==> config.mk <==
export PLATFORM = sky130hd
export DESIGN_NAME = wave_analyzer_flat
export DESIGN_NICKNAME = d
export VERILOG_FILES = /design/src/rtl/wave_pkg.sv /design/src/rtl/wave_analyzer_if.sv /design/src/rtl/wave_period_acc.sv /design/src/rtl/wave_analyzer.sv /design/src/flat_wrapper.sv
export SDC_FILE = /design/constraint.sdc
export NUM_CORES = 1
export LEC_CHECK = 0
export BUFFER_PORTS_ARGS = -buffer_cell sky130_fd_sc_hd__buf_2
export CORE_ASPECT_RATIO = 0.8
export CORE_MARGIN = 4
export CORE_UTILIZATION = 40
export CTS_BUF_LIST = sky130_fd_sc_hd__clkbuf_4
export DETAILED_ROUTE_END_ITERATION = 6
export GPL_TIMING_DRIVEN = 0
export SYNTH_ARGS = -nofsm -noshare
export SYNTH_HDL_FRONTEND = slang
export SYNTH_SLANG_ARGS = --single-unit
==> constraint.sdc <==
create_clock -name CLK -period 8.45 [get_ports CLK]
set_input_delay 1.69 -clock CLK [delete_from_list [all_inputs] [get_ports CLK]]
set_output_delay 1.69 -clock CLK [all_outputs]
set_load 0.01 [all_outputs]
==> src/rtl/wave_pkg.sv <==
// wave_pkg: form codes and shared types for the DDS
// generator / wave analyzer pair.
package wave_pkg;

   localparam logic [2:0] FORM_SAW       = 3'b000;
   localparam logic [2:0] FORM_RSAW      = 3'b001;
   localparam logic [2:0] FORM_TRI       = 3'b010;
   localparam logic [2:0] FORM_MEANDER   = 3'b011;
   localparam logic [2:0] FORM_MEANDER25 = 3'b100;

   typedef enum logic {
      ST_SEEK,
      ST_MEASURE
   } state_t;

   typedef enum logic [2:0] {
      DC_FLAT,
      DC_UP,
      DC_DN,
      DC_JU,
      DC_JD
   } dclass_t;

   typedef struct packed {
      logic       ok;
      logic [2:0] form;
   } cls_t;

   // Map one closed period's shape flags to a form code.
   function automatic cls_t f_classify(
      input logic       up,
      input logic       dn,
      input logic [1:0] ju,
      input logic [1:0] jd,
      input logic       wide
   );
      cls_t res;
      res = '{ok: 1'b1, form: FORM_SAW};
      unique case (1'b1)
         up && !dn && jd == 2'd1 && ju == 2'd0:
            res.form = FORM_SAW;
         dn && !up && ju == 2'd1 && jd == 2'd0:
            res.form = FORM_RSAW;
         up && dn && ju == 2'd0 && jd == 2'd0:
            res.form = FORM_TRI;
         !up && !dn && ju == 2'd1 && jd == 2'd1:
            res.form = wide ? FORM_MEANDER
                            : FORM_MEANDER25;
         default:
            res.ok = 1'b0;
      endcase
      return res;
   endfunction

endpackage

==> src/rtl/wave_analyzer_if.sv <==
// wave_analyzer_if: sample stream into the analyzer.
// The capture source is master, the analyzer slave.
interface wave_analyzer_if #(
   parameter int DATA_W = 8
);
   logic              s_valid;
   logic [DATA_W-1:0] s_data;

   modport master (
      output s_valid,
      output s_data
   );

   modport slave (
      input s_valid,
      input s_data
   );
endinterface

==> src/rtl/wave_period_acc.sv <==
// wave_period_acc: delta classification, period marker
// and per-period shape accumulators.
module wave_period_acc #(
   parameter int DATA_W   = 8,
   parameter int PERIOD_W = 16,
   parameter int MID      = 128,
   parameter int JUMP_TH  = 64
) (
   input  logic                CLK,
   input  logic                RESET,
   input  logic                i_clear,
   input  logic                i_valid,
   input  logic [DATA_W-1:0]   i_data,
   input  logic                i_restart,
   output logic                o_marker,
   output logic [PERIOD_W-1:0] o_cnt,
   output logic [PERIOD_W-1:0] o_n_hi,
   output logic                o_up,
   output logic                o_dn,
   output logic [1:0]          o_ju,
   output logic [1:0]          o_jd,
   output logic [DATA_W-1:0]   o_step
);
   import wave_pkg::*;

   localparam logic [DATA_W-1:0] C_MID =
      DATA_W'(MID);
   localparam logic signed [DATA_W:0] C_JTH =
      (DATA_W + 1)'(JUMP_TH);
   localparam logic signed [DATA_W:0] C_NJTH =
      -C_JTH;

   logic [DATA_W-1:0]      r_prev;
   logic                   r_seen;
   logic [PERIOD_W-1:0]    r_cnt;
   logic [PERIOD_W-1:0]    r_n_hi;
   logic                   r_up;
   logic                   r_dn;
   logic [1:0]             r_ju;
   logic [1:0]             r_jd;
   logic [DATA_W-1:0]      r_step;

   logic signed [DATA_W:0] w_d;
   logic [DATA_W-1:0]      w_abs;
   logic                   w_hi;
   logic                   w_ramp;
   dclass_t                w_cls;

   assign w_d = $signed({1'b0, i_data})
              - $signed({1'b0, r_prev});
   assign w_abs = w_d[DATA_W] ? DATA_W'(-w_d)
                              : w_d[DATA_W-1:0];
   assign w_hi = i_data >= C_MID;
   assign w_ramp = (w_cls == DC_UP)
                || (w_cls == DC_DN);

   // A marker needs a real previous sample below MID.
   assign o_marker = i_valid && r_seen
                  && (r_prev < C_MID) && w_hi;

   assign o_cnt  = r_cnt;
   assign o_n_hi = r_n_hi;
   assign o_up   = r_up;
   assign o_dn   = r_dn;
   assign o_ju   = r_ju;
   assign o_jd   = r_jd;
   assign o_step = r_step;

   // Bucket the signed delta; zero delta stays flat.
   always_comb begin
      w_cls = DC_FLAT;
      unique case (1'b1)
         w_d > C_JTH:
            w_cls = DC_JU;
         w_d < C_NJTH:
            w_cls = DC_JD;
         !w_d[DATA_W] && w_d != '0
            && w_d <= C_JTH:
            w_cls = DC_UP;
         w_d[DATA_W] && w_d >= C_NJTH:
            w_cls = DC_DN;
         default:
            w_cls = DC_FLAT;
      endcase
   end

   // Accumulate; a restart opens a period holding
   // the marker sample itself, delta included.
   always_ff @(posedge CLK or posedge RESET) begin
      if (RESET) begin
         r_prev <= '0;
         r_seen <= 1'b0;
         r_cnt  <= '0;
         r_n_hi <= '0;
         r_up   <= 1'b0;
         r_dn   <= 1'b0;
         r_ju   <= '0;
         r_jd   <= '0;
         r_step <= '0;
      end else if (i_clear) begin
         r_prev <= '0;
         r_seen <= 1'b0;
         r_cnt  <= '0;
         r_n_hi <= '0;
         r_up   <= 1'b0;
         r_dn   <= 1'b0;
         r_ju   <= '0;
         r_jd   <= '0;
         r_step <= '0;
      end else if (i_valid) begin
         r_prev <= i_data;
         r_seen <= 1'b1;
         if (i_restart) begin
            r_cnt  <= PERIOD_W'(1);
            r_n_hi <= PERIOD_W'(w_hi);
            r_up   <= w_cls == DC_UP;
            r_dn   <= w_cls == DC_DN;
            r_ju   <= (w_cls == DC_JU) ? 2'd1 : 2'd0;
            r_jd   <= (w_cls == DC_JD) ? 2'd1 : 2'd0;
            r_step <= w_ramp ? w_abs : '0;
         end else begin
            if (r_cnt != '1)
               r_cnt <= r_cnt + 1'b1;
            if (w_hi && r_n_hi != '1)
               r_n_hi <= r_n_hi + 1'b1;
            if (w_cls == DC_UP)
               r_up <= 1'b1;
            if (w_cls == DC_DN)
               r_dn <= 1'b1;
            if (w_cls == DC_JU && r_ju != 2'd2)
               r_ju <= r_ju + 2'd1;
            if (w_cls == DC_JD && r_jd != 2'd2)
               r_jd <= r_jd + 2'd1;
            if (w_ramp)
               r_step <= w_abs;
         end
      end
   end

endmodule

==> src/rtl/wave_analyzer.sv <==
// wave_analyzer: classifies each full period of a
// captured DDS waveform and tracks lock on it.
module wave_analyzer #(
   parameter int DATA_W   = 8,
   parameter int PERIOD_W = 16,
   parameter int MID      = 128,
   parameter int JUMP_TH  = 64,
   parameter int LOCK_N   = 2
) (
   input  logic                CLK,
   input  logic                RESET,
   input  logic                clear,
   wave_analyzer_if.slave      s_if,
   output logic [2:0]          form_out,
   output logic [PERIOD_W-1:0] period_out,
   output logic [DATA_W-1:0]   step_out,
   output logic                result_valid,
   output logic                locked,
   output logic                err
);
   import wave_pkg::*;

   localparam int MW = $clog2(LOCK_N + 1);
   localparam logic [MW-1:0] C_LOCK = MW'(LOCK_N);
   localparam logic [PERIOD_W-1:0] C_OVF =
      {{(PERIOD_W - 1){1'b1}}, 1'b0};

   logic                w_marker;
   logic [PERIOD_W-1:0] w_cnt;
   logic [PERIOD_W-1:0] w_n_hi;
   logic                w_up;
   logic                w_dn;
   logic [1:0]          w_ju;
   logic [1:0]          w_jd;
   logic [DATA_W-1:0]   w_step;

   logic [PERIOD_W+2:0] w_hi8;
   logic [PERIOD_W+2:0] w_cnt3;
   logic                w_wide;
   cls_t                w_cls;
   logic                w_ovf;
   logic                w_same;
   logic                w_res;
   logic                w_err;
   logic [MW-1:0]       w_match_nx;

   state_t              r_state;
   state_t              w_state_nx;
   logic [2:0]          r_form;
   logic [PERIOD_W-1:0] r_period;
   logic [DATA_W-1:0]   r_step;
   logic                r_valid;
   logic                r_locked;
   logic                r_err;
   logic [MW-1:0]       r_match;

   wave_period_acc #(
      .DATA_W   (DATA_W),
      .PERIOD_W (PERIOD_W),
      .MID      (MID),
      .JUMP_TH  (JUMP_TH)
   ) u_acc (
      .CLK       (CLK),
      .RESET     (RESET),
      .i_clear   (clear),
      .i_valid   (s_if.s_valid),
      .i_data    (s_if.s_data),
      .i_restart (w_marker),
      .o_marker  (w_marker),
      .o_cnt     (w_cnt),
      .o_n_hi    (w_n_hi),
      .o_up      (w_up),
      .o_dn      (w_dn),
      .o_ju      (w_ju),
      .o_jd      (w_jd),
      .o_step    (w_step)
   );

   // 8*n_hi >= 3*cnt splits 50% from 25% meander.
   assign w_hi8  = {w_n_hi, 3'b000};
   assign w_cnt3 = {2'b00, w_cnt, 1'b0}
                 + {3'b000, w_cnt};
   assign w_wide = w_hi8 >= w_cnt3;
   assign w_cls  = f_classify(w_up, w_dn, w_ju,
                              w_jd, w_wide);

   // A marker on the overflow sample takes priority.
   assign w_ovf  = s_if.s_valid && !w_marker
                && (w_cnt == C_OVF);
   assign w_same = (w_cls.form == r_form)
                && (w_cnt == r_period);

   assign form_out     = r_form;
   assign period_out   = r_period;
   assign step_out     = r_step;
   assign result_valid = r_valid;
   assign locked       = r_locked;
   assign err          = r_err;

   // SEEK/MEASURE next state and result/error strobes.
   always_comb begin
      w_state_nx = r_state;
      w_res      = 1'b0;
      w_err      = 1'b0;
      unique case (r_state)
         ST_SEEK: begin
            if (w_marker)
               w_state_nx = ST_MEASURE;
         end
         ST_MEASURE: begin
            if (w_marker) begin
               w_res = w_cls.ok;
               w_err = !w_cls.ok;
            end else if (w_ovf) begin
               w_err      = 1'b1;
               w_state_nx = ST_SEEK;
            end
         end
      endcase
   end

   // Lock run length: repeats count up, errors zero it.
   always_comb begin
      w_match_nx = r_match;
      if (w_err) begin
         w_match_nx = '0;
      end else if (w_res) begin
         if (!w_same)
            w_match_nx = MW'(1);
         else if (r_match != C_LOCK)
            w_match_nx = r_match + 1'b1;
      end
   end

   // FSM state register.
   always_ff @(posedge CLK or posedge RESET) begin
      if (RESET)
         r_state <= ST_SEEK;
      else if (clear)
         r_state <= ST_SEEK;
      else
         r_state <= w_state_nx;
   end

   // Result registers; held until the next good result.
   always_ff @(posedge CLK or posedge RESET) begin
      if (RESET) begin
         r_form   <= '0;
         r_period <= '0;
         r_step   <= '0;
         r_valid  <= 1'b0;
         r_locked <= 1'b0;
         r_err    <= 1'b0;
         r_match  <= '0;
      end else if (clear) begin
         r_form   <= '0;
         r_period <= '0;
         r_step   <= '0;
         r_valid  <= 1'b0;
         r_locked <= 1'b0;
         r_err    <= 1'b0;
         r_match  <= '0;
      end else begin
         r_valid  <= w_res;
         r_err    <= w_err;
         r_match  <= w_match_nx;
         r_locked <= w_match_nx == C_LOCK;
         if (w_res) begin
            r_form   <= w_cls.form;
            r_period <= w_cnt;
            r_step   <= w_step;
         end
      end
   end

endmodule

==> src/flat_wrapper.sv <==
// flat-port wrapper written by rule: the top's interface ports become plain ports
module wave_analyzer_flat import wave_pkg::*;
#(
   parameter int DATA_W   = 8,
   parameter int PERIOD_W = 16,
   parameter int MID      = 128,
   parameter int JUMP_TH  = 64,
   parameter int LOCK_N   = 2
)
  (CLK, RESET, clear, form_out, period_out, step_out, result_valid, locked, err, s_if_s_valid, s_if_s_data);
  wave_analyzer_if #(.DATA_W(DATA_W)) s_if_i ();
  input  logic CLK;
  input  logic RESET;
  input  logic clear;
  output logic [2:0] form_out;
  output logic [PERIOD_W-1:0] period_out;
  output logic [DATA_W-1:0] step_out;
  output logic result_valid;
  output logic locked;
  output logic err;
  input wire logic [$bits(s_if_i.s_valid)-1:0] s_if_s_valid;
  input wire logic [$bits(s_if_i.s_data)-1:0] s_if_s_data;
  assign s_if_i.s_valid = s_if_s_valid;
  assign s_if_i.s_data = s_if_s_data;
  wave_analyzer #(.DATA_W(DATA_W), .PERIOD_W(PERIOD_W), .MID(MID), .JUMP_TH(JUMP_TH), .LOCK_N(LOCK_N)) u_core (.CLK(CLK), .RESET(RESET), .clear(clear), .s_if(s_if_i), .form_out(form_out), .period_out(period_out), .step_out(step_out), .result_valid(result_valid), .locked(locked), .err(err));
endmodule
**After elaboration in Yosys (flattened, before gate mapping)**

Cells that the tools add are included.

- Add/sub/neg operators: 8
- Mux-type cells: 64
- Magnitude comparators: 7
- Bitwise gates (word level): 1
- Reductions and logical operators: 50
- Eq/ne operators: 15

Operators by type and width:

| operator | number |
|---|---|
| $mux W16 | 10 |
| $mux W8 | 10 |
| $add A16 B1 Y16 const B | 2 |
| $ne A16 B16 Y1 const B | 2 |
| $mux W2 | 13 |
| $mux W1 | 25 |
| $logic_and A1 B1 Y1 | 24 |
| $reduce_bool A3 Y1 | 7 |
| $ge A19 B19 Y1 | 1 |
| $add A17 B16 Y18 | 1 |
| $eq A16 B16 Y1 | 1 |
| $eq A16 B16 Y1 const B | 1 |
| $reduce_and A2 Y1 | 7 |
| $pmux W3 S4 | 1 |
| $ge A9 B7 Y1 const B | 1 |
| $gt A9 B8 Y1 const B | 1 |
| $le A9 B8 Y1 const B | 1 |
| $lt A9 B7 Y1 const B | 1 |
| $mux W3 | 3 |
| $pmux W3 S3 | 1 |
| $reduce_bool A9 Y1 | 1 |
| $sub A8 B8 Y9 | 1 |
| $ge A8 B8 Y1 const B | 1 |
| $lt A8 B8 Y1 const B | 1 |
| other kinds (16) | 28 |

- Register bits after elaboration: 88
- Output and inout port bits: 30
- Word-level logic and storage cells: 162

**Longest topological paths before layout**

Gate-level depths: netlist (run 1).

- Depth in word-level cells: 12
- Mapped depth: 18

**Modules after synthesis**

Synthesis (run 1) repeated with hierarchy kept, for this count alone.

- Cell total of the unflattened synthesis: 698
- Area, all modules: 6208.5 sq um

By module, submodules not included:

| module | cells each | area each (sq um) | instances |
|---|---|---|---|
| wave_period_acc | 365 | 3383.2 | 1 |
| wave_analyzer | 333 | 2825.2 | 1 |

**Worst setup path before layout (run 1)**

OpenSTA, ideal clock, no wires.

- Path type: input to register
- Start: input port s_if_s_data[0]
- End: register u_core.u_acc.r_step[7] (netlist: u_core.u_acc.o_step[7])
- Data required time: 8.331 ns
- Arrival: 3.856 ns
- Stages: 11
- Setup slack: 4.475 ns
- Setup time: 0.119 ns
- Path through: inv_1 > ha_1 > inv_1 > fa_1 > a211o_1 > a2111o_1 > o211ai_2 > a31oi_1 > a211oi_2 > o31ai_4 > and2_1

- Cells in the longest elaborated chain, start to end: 11
- Elaborated cells on any way between the ends: 25
- Classes of those cells: add/sub (2); order compare (5); eq/ne (2); mux (7); reduce/logical (9)

Ends and longest elaborated chain:

| element | RTL line | RTL |
|---|---|---|
| start: declaration | flat_wrapper.sv:22 | `input wire logic [$bits(s_if_i.s_data)-1:0] s_if_s_data;` |
| parallel branches: the longest is 11 deep, another holds $sub A8 B8 Y9 | - |  |
| end signal: assignment | wave_period_acc.sv:120 | `r_step <= w_ramp ? w_abs : '0;` |
| end signal: assignment | wave_period_acc.sv:135 | `r_step <= w_abs;` |
| end: declaration | wave_period_acc.sv:41 | `logic [DATA_W-1:0] r_step;` |

Several ways; the timed one is not identified. The select of a mux whose other input is x is not followed.
A chain may end at the register's enable or synchronous reset.

**Final worst setup path (run 1)**

- Start: register u_core.u_acc.r_cnt[1] (netlist: u_core.u_acc.o_cnt[1])
- End: register u_core.r_locked (netlist: u_core.locked)

- Cells in the longest elaborated chain, start to end: 11
- Elaborated cells on any way between the ends: 17
- Classes of those cells: add/sub (1); order compare (1); eq/ne (4); mux (9); reduce/logical (2)

Ends and longest elaborated chain:

| element | RTL line | RTL |
|---|---|---|
| start: declaration | wave_period_acc.sv:35 | `logic [PERIOD_W-1:0] r_cnt;` |
| start signal: assignment | wave_period_acc.sv:123 | `r_cnt <= r_cnt + 1'b1;` |
| $add A17 B16 Y18 | wave_analyzer.sv:82 | `+ {3'b000, w_cnt};` |
| $ge A19 B19 Y1 | wave_analyzer.sv:83 | `assign w_wide = w_hi8 >= w_cnt3;` |
| $mux W3 | wave_pkg.sv:47 | `res.form = wide ? FORM_MEANDER` |
| $pmux W3 S3 | wave_pkg.sv:39 | `unique case (1'b1)` |
| $eq A3 B3 Y1 | wave_analyzer.sv:90 | `assign w_same = (w_cls.form == r_form)` |
| $logic_and A1 B1 Y1 | wave_analyzer.sv:91 | `&& (w_cnt == r_period);` |
| $mux W2 | wave_analyzer.sv:128 | `if (!w_same)` |
| $mux W2 | wave_analyzer.sv:127 | `end else if (w_res) begin` |
| $mux W2 (*) | wave_analyzer.sv:125 | `if (w_err) begin` |
| $eq A2 B2 Y1 (*) | wave_analyzer.sv:167 | `r_locked <= w_match_nx == C_LOCK;` |
| $mux W1 (*) | wave_analyzer.sv:155 | `end else if (clear) begin` |
| end signal: assignment | wave_analyzer.sv:152 | `r_locked <= 1'b0;` |
| end signal: assignment | wave_analyzer.sv:160 | `r_locked <= 1'b0;` |
| end signal: assignment | wave_analyzer.sv:167 |  |
| end: declaration | wave_analyzer.sv:53 | `logic r_locked;` |

Mark *: on every way between the ends. The rest lies on a longest branch, timed or not.

==> results.toml, run 1 <==
[synth]
synthArstFlopShare_pct = 100.0
yosys_most_used_dff = "dfrtp_1"
synth_top_area_share_pct = 36.72
syn_nets = 737
synth-edff-count = 0
ys_ff_latch = 88
synth_top_area_cell = "dfrtp_1"
netlist_area_um2 = 5997
syn-instance-count = 672
synthDistinctLibCells = 65
post_synth.cell_area_avg_um2 = 8.924
ys_seq_area_share_pct = 36.72
synth.area.top_cells = "dfrtp_1 (37%), ha_1 (11%), xor2_1 (6.4%)"
yosysWarnings = 0

[global_routing]
antenna_found_initial = 1
grt_pass1_wl_um = 24770
grtUsageTotal_pct = 17.98
first_global_vias = 4881
overflow = 0
grt_max_degree = 60

[pwr]
power_density_nw_per_um2 = 127.3
vdd_drop_max_mv = 0.06241
p_leak_nw = 3.102

[sta]
worst_slew_pin_slew_ns = 0.7111
post-route-period-util_pct = 57.57
timing.setup.tns_ns = 0
rsz0062_at_grt = "false"
skew_ns = 0.03720
final_hold_viol_count = 0
whs_ns = 0.5068
slew_headroom_pct = 52.59
finalSetupViolations = 0
max_freq_mhz = 205.5
min_period_ns = 4.865
slew_violations = 0

[setup_path]
ff2ff_path_depth = 18
path_max_fanout = 7
cp_data_arrival_time_ns = 5.20
cpLargestDelayFamily = "compound AO/OA/AOI/OAI gates"
max_stage_delay_ns = 0.51
crit_path_start_kind = "flip-flop"
reg2reg_from = "u_core.u_acc.o_cnt[1]$_DFFE_PP0P_"
critPathLaunch = "u_core.u_acc.o_cnt[1]$_DFFE_PP0P_"
cp_slowest_cell = "dfrtp_1"
cp_num_buf_inv = 1
crit_type = "flip-flop to flip-flop"
cp-end-kind = "flip-flop"
r2r_slack_ns = 3.58
rr_endpoint = "u_core.locked$_DFF_PP0_"
required_ns = 8.78
crit_chain = "ha_1 > inv_1 > fa_1 > nor2b_1 > o31a_1 > o211ai_1 > a21o_1 > a31oi_1 > a211o_1 > a21oi_1 > ha_1 > nand4_1 > nor3b_1 > nand3_1 > a21oi_1 > nor4_1 > o311ai_0 > a221oi_1"

[floorplan]
die-area_um2 = 17030
rows = 39
pin_count = 42
initial_core_util_pct = 41.38
die_x_um = 144.9
core_um2 = 14490
fp.dieH_um = 117.5

[route]
wire_per_inst_um = 16.20
num_vias = 4997
viasPerCell = 5.473
final_antenna_net_count = 0
wl_um = 14790
drt_first_pass_iters = 5
drc_errors = 0
drtIter0Drc = 306

[clock_network]
root_buffer = "clkbuf_4"
htreeDepth = 3
postCtsHoldBufs = 0
post_cts_buffers = 0
clk_latency_ns = 0.49
cts_tree = "done"
cts_resized = 0
clockBufferDepth = 2
cts_inserted_buffers = 9
clock-sinks = 88
clkTransAtPathRegs_ns = 0.16

[flow_run]
maxCapViolCount = 0

[placement]
globalplace.congestion = 0.8610
dp_hpwl_um = 11350
place_area_um2 = 6457
post-place-cells = 897
io_buffers = 40

[final_layout]
seq_area_um2 = 2202
drive_above_1_share_pct = 10.70
nets = 789
layout.cells.non_filler = 913
num-fill-cells = 1421
syn_to_final_growth_pct = 9.618
final_area_um2 = 6574
antenna_cells = 0
multi_input_area_um2 = 3583

[hold_path]
hp-start = "u_core.u_acc.o_step[3]$_DFFE_PP0P_"
min_to = "u_core.u_acc.o_step[3]$_DFFE_PP0P_"
holdCritPathClass = "flip-flop to flip-flop"
whs_path_depth = 1

[status]
status = "finished clean"
==> stage by stage <==
step | worst slack, ns | util [%] | power, W
floorplan | 4.475 | - | 0.0005785
global placement | 3.330 | 44.35 | 0.0006189
detailed placement | 3.706 | 44.56 | 0.0006279
CTS | 3.629 | 45.36 | 0.0008464
global route | 3.138 | 45.36 | 0.0008847
finish | 3.585 | 45.36 | 0.0008371
==> layout by cell type, fill, tap and decap left out, types with 7 or more instances in the layout <==
cell type	instances
a21o_1	10
o21ai_0	17
a21oi_1	53
nand3_1	26
nand2b_1	7
nand4_1	12
o2bb2ai_1	9
a211oi_1	7
inv_1	28
nand2_1	85
nor4_1	7
clkbuf_1	18
xor2_1	44
mux2i_1	10
buf_2	44
and3_1	8
ha_1	51
xnor2_1	18
dfrtp_1	88
nor2_1	63
nor3_1	10
clkbuf_4	11
==> worst max path at each step <==
stage          cells past startpoint  slack (ns)                            endpoint
3_3_place_gp                       2        3.33    u_core.period_out[9]$_DFFE_PP0P_
2_1_floorplan                     11        4.47  u_core.u_acc.o_step[7]$_DFFE_PP0P_
5_1_grt                           18        3.14             u_core.locked$_DFF_PP0_
6_report                          18        3.58             u_core.locked$_DFF_PP0_
3_5_place_dp                      18        3.71             u_core.locked$_DFF_PP0_
4_1_cts                           18        3.63             u_core.locked$_DFF_PP0_
==> Yosys cell counts, types with 12 or more instances <==
cell,number
dfrtp_1,88
nand2_1,85
nor2_1,63
a21oi_1,53
ha_1,51
xor2_1,44
inv_1,29
nand3_1,26
clkbuf_1,18
xnor2_1,18
o21ai_0,17
nand4_1,12
==> worst reg2reg max path, delay by kind of cell (launching register included) <==
family | cells | cell delay [ns]
and+or+nand+nor | 5 | 0.86
adders and majority gates | 3 | 1.07
AOI/OAI and AO/OA | 9 | 2.18
DFF | 1 | 0.51
buffers and inverters | 1 | 0.09
==> metal layers <==
metal	up-vias	track usage (%)	wire (um)
li1	2495	-	-
met1	2372	26.70	7438
met2	109	25.23	6329
met3	19	4.996	776
met4	2	5.478	240
met5	-	0	7
==> sequential cells by signal (all words and copies together), names as in the netlist <==
register	count
u_core.u_acc.o_cnt	16
u_core.locked	1
u_core.u_acc.o_dn	1
u_core.period_out	16
u_core.u_acc.o_n_hi	16
u_core.u_acc.r_seen	1
u_core.step_out	8
u_core.r_match	2
u_core.err	1
u_core.u_acc.o_up	1
u_core.u_acc.o_step	8
u_core.u_acc.o_ju	2
u_core.u_acc.o_jd	2
u_core.form_out	3
u_core.r_state	1
u_core.result_valid	1
u_core.u_acc.r_prev	8
==> cells by family after synthesis <==
| group | Yosys count | synth area share (%) |
|---|---|---|
| AO/OA/AOI/OAI | 152 | 17.80 |
| XOR/XNOR | 62 | 9.055 |
| adder cells (fa/ha/maj) | 53 | 11.31 |
| buffers and inverters | 55 | 3.526 |
| flip-flops | 88 | 36.72 |
| multiplexers | 10 | 1.669 |
| AND/OR/NAND/NOR | 252 | 19.93 |
==> power breakdown <==
group          internal, W  switching, W  leakage, nW
logic            0.0000660      0.000110         1.82
clock network    0.0000666      0.000150       0.0645
registers         0.000433     0.0000112         1.22
total             0.000566      0.000271         3.10
==> cell type report <==
type | instances | share of cell area (%)
clock buffers | 11 | 1.256
well taps | 184 | 3.502
clock inverters | 5 | 0.5139
inverters | 29 | 1.694
flip-flops and latches | 88 | 33.50
multi-input cells | 529 | 54.51
plain buffers | 26 | 1.561
repair buffers | 41 | 3.464
Power figures use the tool's default switching activity.
==> run 2: changes to the inputs <==
==> constraint.sdc (replaced) <==
create_clock -name CLK -period 3.95 [get_ports CLK]
set_input_delay 0.79 -clock CLK [delete_from_list [all_inputs] [get_ports CLK]]
set_output_delay 0.79 -clock CLK [all_outputs]
set_load 0.01 [all_outputs]
==> run 2 against run 1 <==
The flow now finishes with violations (setup timing). Non-clock buffer count up 12. Combinational power up 140%. Sequential power up 110%. Routed wire length up 3.1%. Largest cell class unchanged.
==> results.toml, run 2 (same netlist as run 1, synthesis figures left out) <==
[floorplan]
die_x_um = 144.9
die-area_um2 = 17030
fp.dieH_um = 117.5
pin_count = 42
core_um2 = 14490
initial_core_util_pct = 41.38
rows = 39

[sta]
final.setup.worst_slack_ns = -0.04039
finalSetupViolations = 4
slew_violations = 0
rsz0062_at_grt = "true"
final_hold_viol_count = 0
slew_headroom_pct = 51.47
min_period_ns = 3.990
skew_ns = 0.03702
worst_slew_pin_slew_ns = 0.7279
post-route-period-util_pct = 101.0
max_freq_mhz = 250.6
whs_ns = 0.3056

[final_layout]
syn_to_final_growth_pct = 14.40
nets = 801
antenna_cells = 0
final_core_util_pct = 47.34
final_cell_mix = "nand2_1 (85), dfrtp_1 (85), nor2_1 (63), a21oi_1 (49), ha_1 (47)"
drive_above_1_share_pct = 16.33

[setup_path]
path_max_fanout = 4
max_stage_delay_ns = 0.48
cp-end-kind = "flip-flop"
r2r_slack_ns = -0.04
required_ns = 4.35
cp_slowest_cell = "dfrtp_2"
crit_chain = "ha_4 > inv_2 > fa_2 > nor2b_2 > o31a_1 > o211ai_1 > a21o_1 > a31oi_4 > a211o_1 > a21oi_2 > ha_4 > a211oi_2 > o21ai_1 > a21o_2 > or2_4 > or4_4 > a21oi_2"
crit_type = "flip-flop to flip-flop"
cpLargestDelayFamily = "compound AO/OA/AOI/OAI gates"
crit_path_start_kind = "flip-flop"
rr_endpoint = "u_core.form_out[2]$_DFFE_PP0P_"
ff2ff_path_depth = 17
reg2reg_from = "u_core.u_acc.o_cnt[1]$_DFFE_PP0P_"
cp_num_buf_inv = 1
cp_data_arrival_time_ns = 4.39

[global_routing]
grtUsageTotal_pct = 18.49
first_global_vias = 5019
grt_pass1_wl_um = 25520
overflow = 0
antenna_found_initial = 1
grt_max_degree = 60

[pwr]
p_sw_w = 0.0006007
vdd_drop_max_mv = 0.1309
power_density_nw_per_um2 = 267.1
seq_power_share_pct = 51.9
clockPowerShare_pct = 25.3
swShare_pct = 32.79
combPwrFrac_pct = 22.9
p_int_w = 0.001232
p_leak_nw = 3.175

[status]
violations = "setup timing"
status = "finished with violations"

[route]
final_antenna_net_count = 0
wire_per_inst_um = 16.49
drc_errors = 0
viasPerCell = 5.508
drt_first_pass_iters = 4
num_vias = 5095
drtIter0Drc = 298
wl_um = 15250

[placement]
dpl_worst_slack_ns = -0.7939
dp_hpwl_um = 11350
io_buffers = 40
globalplace.congestion = 0.8610

[clock_network]
clkTransAtPathRegs_ns = 0.16
clk_latency_ns = 0.49
cts_tree = "done"
htreeDepth = 3
clockBufferDepth = 2
clock-sinks = 88
root_buffer = "clkbuf_4"
cts_inserted_buffers = 9

[hold_path]
holdCritPathClass = "input port to async pin"

[flow_run]
maxCapViolCount = 0
run 2: changes by cell type in the layout (fill, tap and decap cells not counted), moves of 4 or more:
cell | before | now
ha_4 | 0 | 4
ha_1 | 51 | 47
buf_4 | 0 | 13
a21oi_1 | 53 | 49
run 2: power groups by stage:
| stage | registers (W) | clock network [W] | logic (W) |
|---|---|---|---|
| detailed placement | 0.000967 | 0 | 0.000376 |
| floorplan | 0.000960 | 0 | 0.000277 |
| global route | 0.000954 | 0.000514 | 0.000466 |
| CTS | 0.000950 | 0.000482 | 0.000409 |
| global placement | 0.000966 | 0 | 0.000358 |
| finish | 0.000951 | 0.000463 | 0.000419 |
run 2: stage by stage:
step	total power, W	instance area [um2]	setup TNS (ns)	std cells
detailed placement	0.001343	6457	-3.700	897
CTS	0.001841	6779	-0.1043	924
global placement	0.001324	6427	-26.56	896
floorplan	0.001238	5997	0	672
finish	0.001832	6860	-0.07381	925
global route	0.001934	6860	-0.9366	925
run 2: worst register-to-register path: cells and delay by family, from the launching register on:
kind            cells  cell delay (ns)
flops               1             0.48
compound gates     10             2.03
fa+ha+maj           3             0.61
buf+inv             1             0.06
simple gates        3             0.72
run 2: layer usage:
metal  share of wire [%]  GRT usage, %  vias up
met5               0.046             0        -
met4                 1.8         5.594        2
met3                 5.1         4.630       21
met2                  44         26.58      105
met1                  49         27.23     2444
li1                    -             -     2523
run 2: how the worst max path moves through the flow:
stage / start / end / slack, ns / cells past startpoint
floorplan: u_core.u_acc.o_cnt[1]$_DFFE_PP0P_ / u_core.form_out[2]$_DFFE_PP0P_ / 0.14 / 17
global placement: u_core.u_acc.o_cnt[1]$_DFFE_PP0P_ / u_core.locked$_DFF_PP0_ / -0.71 / 17
detailed placement: u_core.u_acc.o_cnt[1]$_DFFE_PP0P_ / u_core.locked$_DFF_PP0_ / -0.79 / 18
CTS: u_core.u_acc.o_cnt[1]$_DFFE_PP0P_ / u_core.locked$_DFF_PP0_ / -0.05 / 18
global route: u_core.u_acc.o_cnt[1]$_DFFE_PP0P_ / u_core.locked$_DFF_PP0_ / -0.22 / 18
finish: u_core.u_acc.o_cnt[1]$_DFFE_PP0P_ / u_core.form_out[2]$_DFFE_PP0P_ / -0.04 / 17
run 2: what timing repair did:
action                                  CTS  global route
gates resized for setup                  28            14
endpoints found under the setup margin    6             6
pin swaps                                22             6
buffers inserted                         12             1
hold buffers                              0             0
run 2: layout make-up:
cell class / count / area (um2)
buffer: 25 / 98.84
clock buffer: 11 / 82.58
clock inverter: 5 / 33.78
fill: 1400 / 7632
inverter: 29 / 116.4
multi-input combinational: 529 / 3767
sequential: 88 / 2206
tap: 184 / 230.2
timing repair buffer: 54 / 325.3
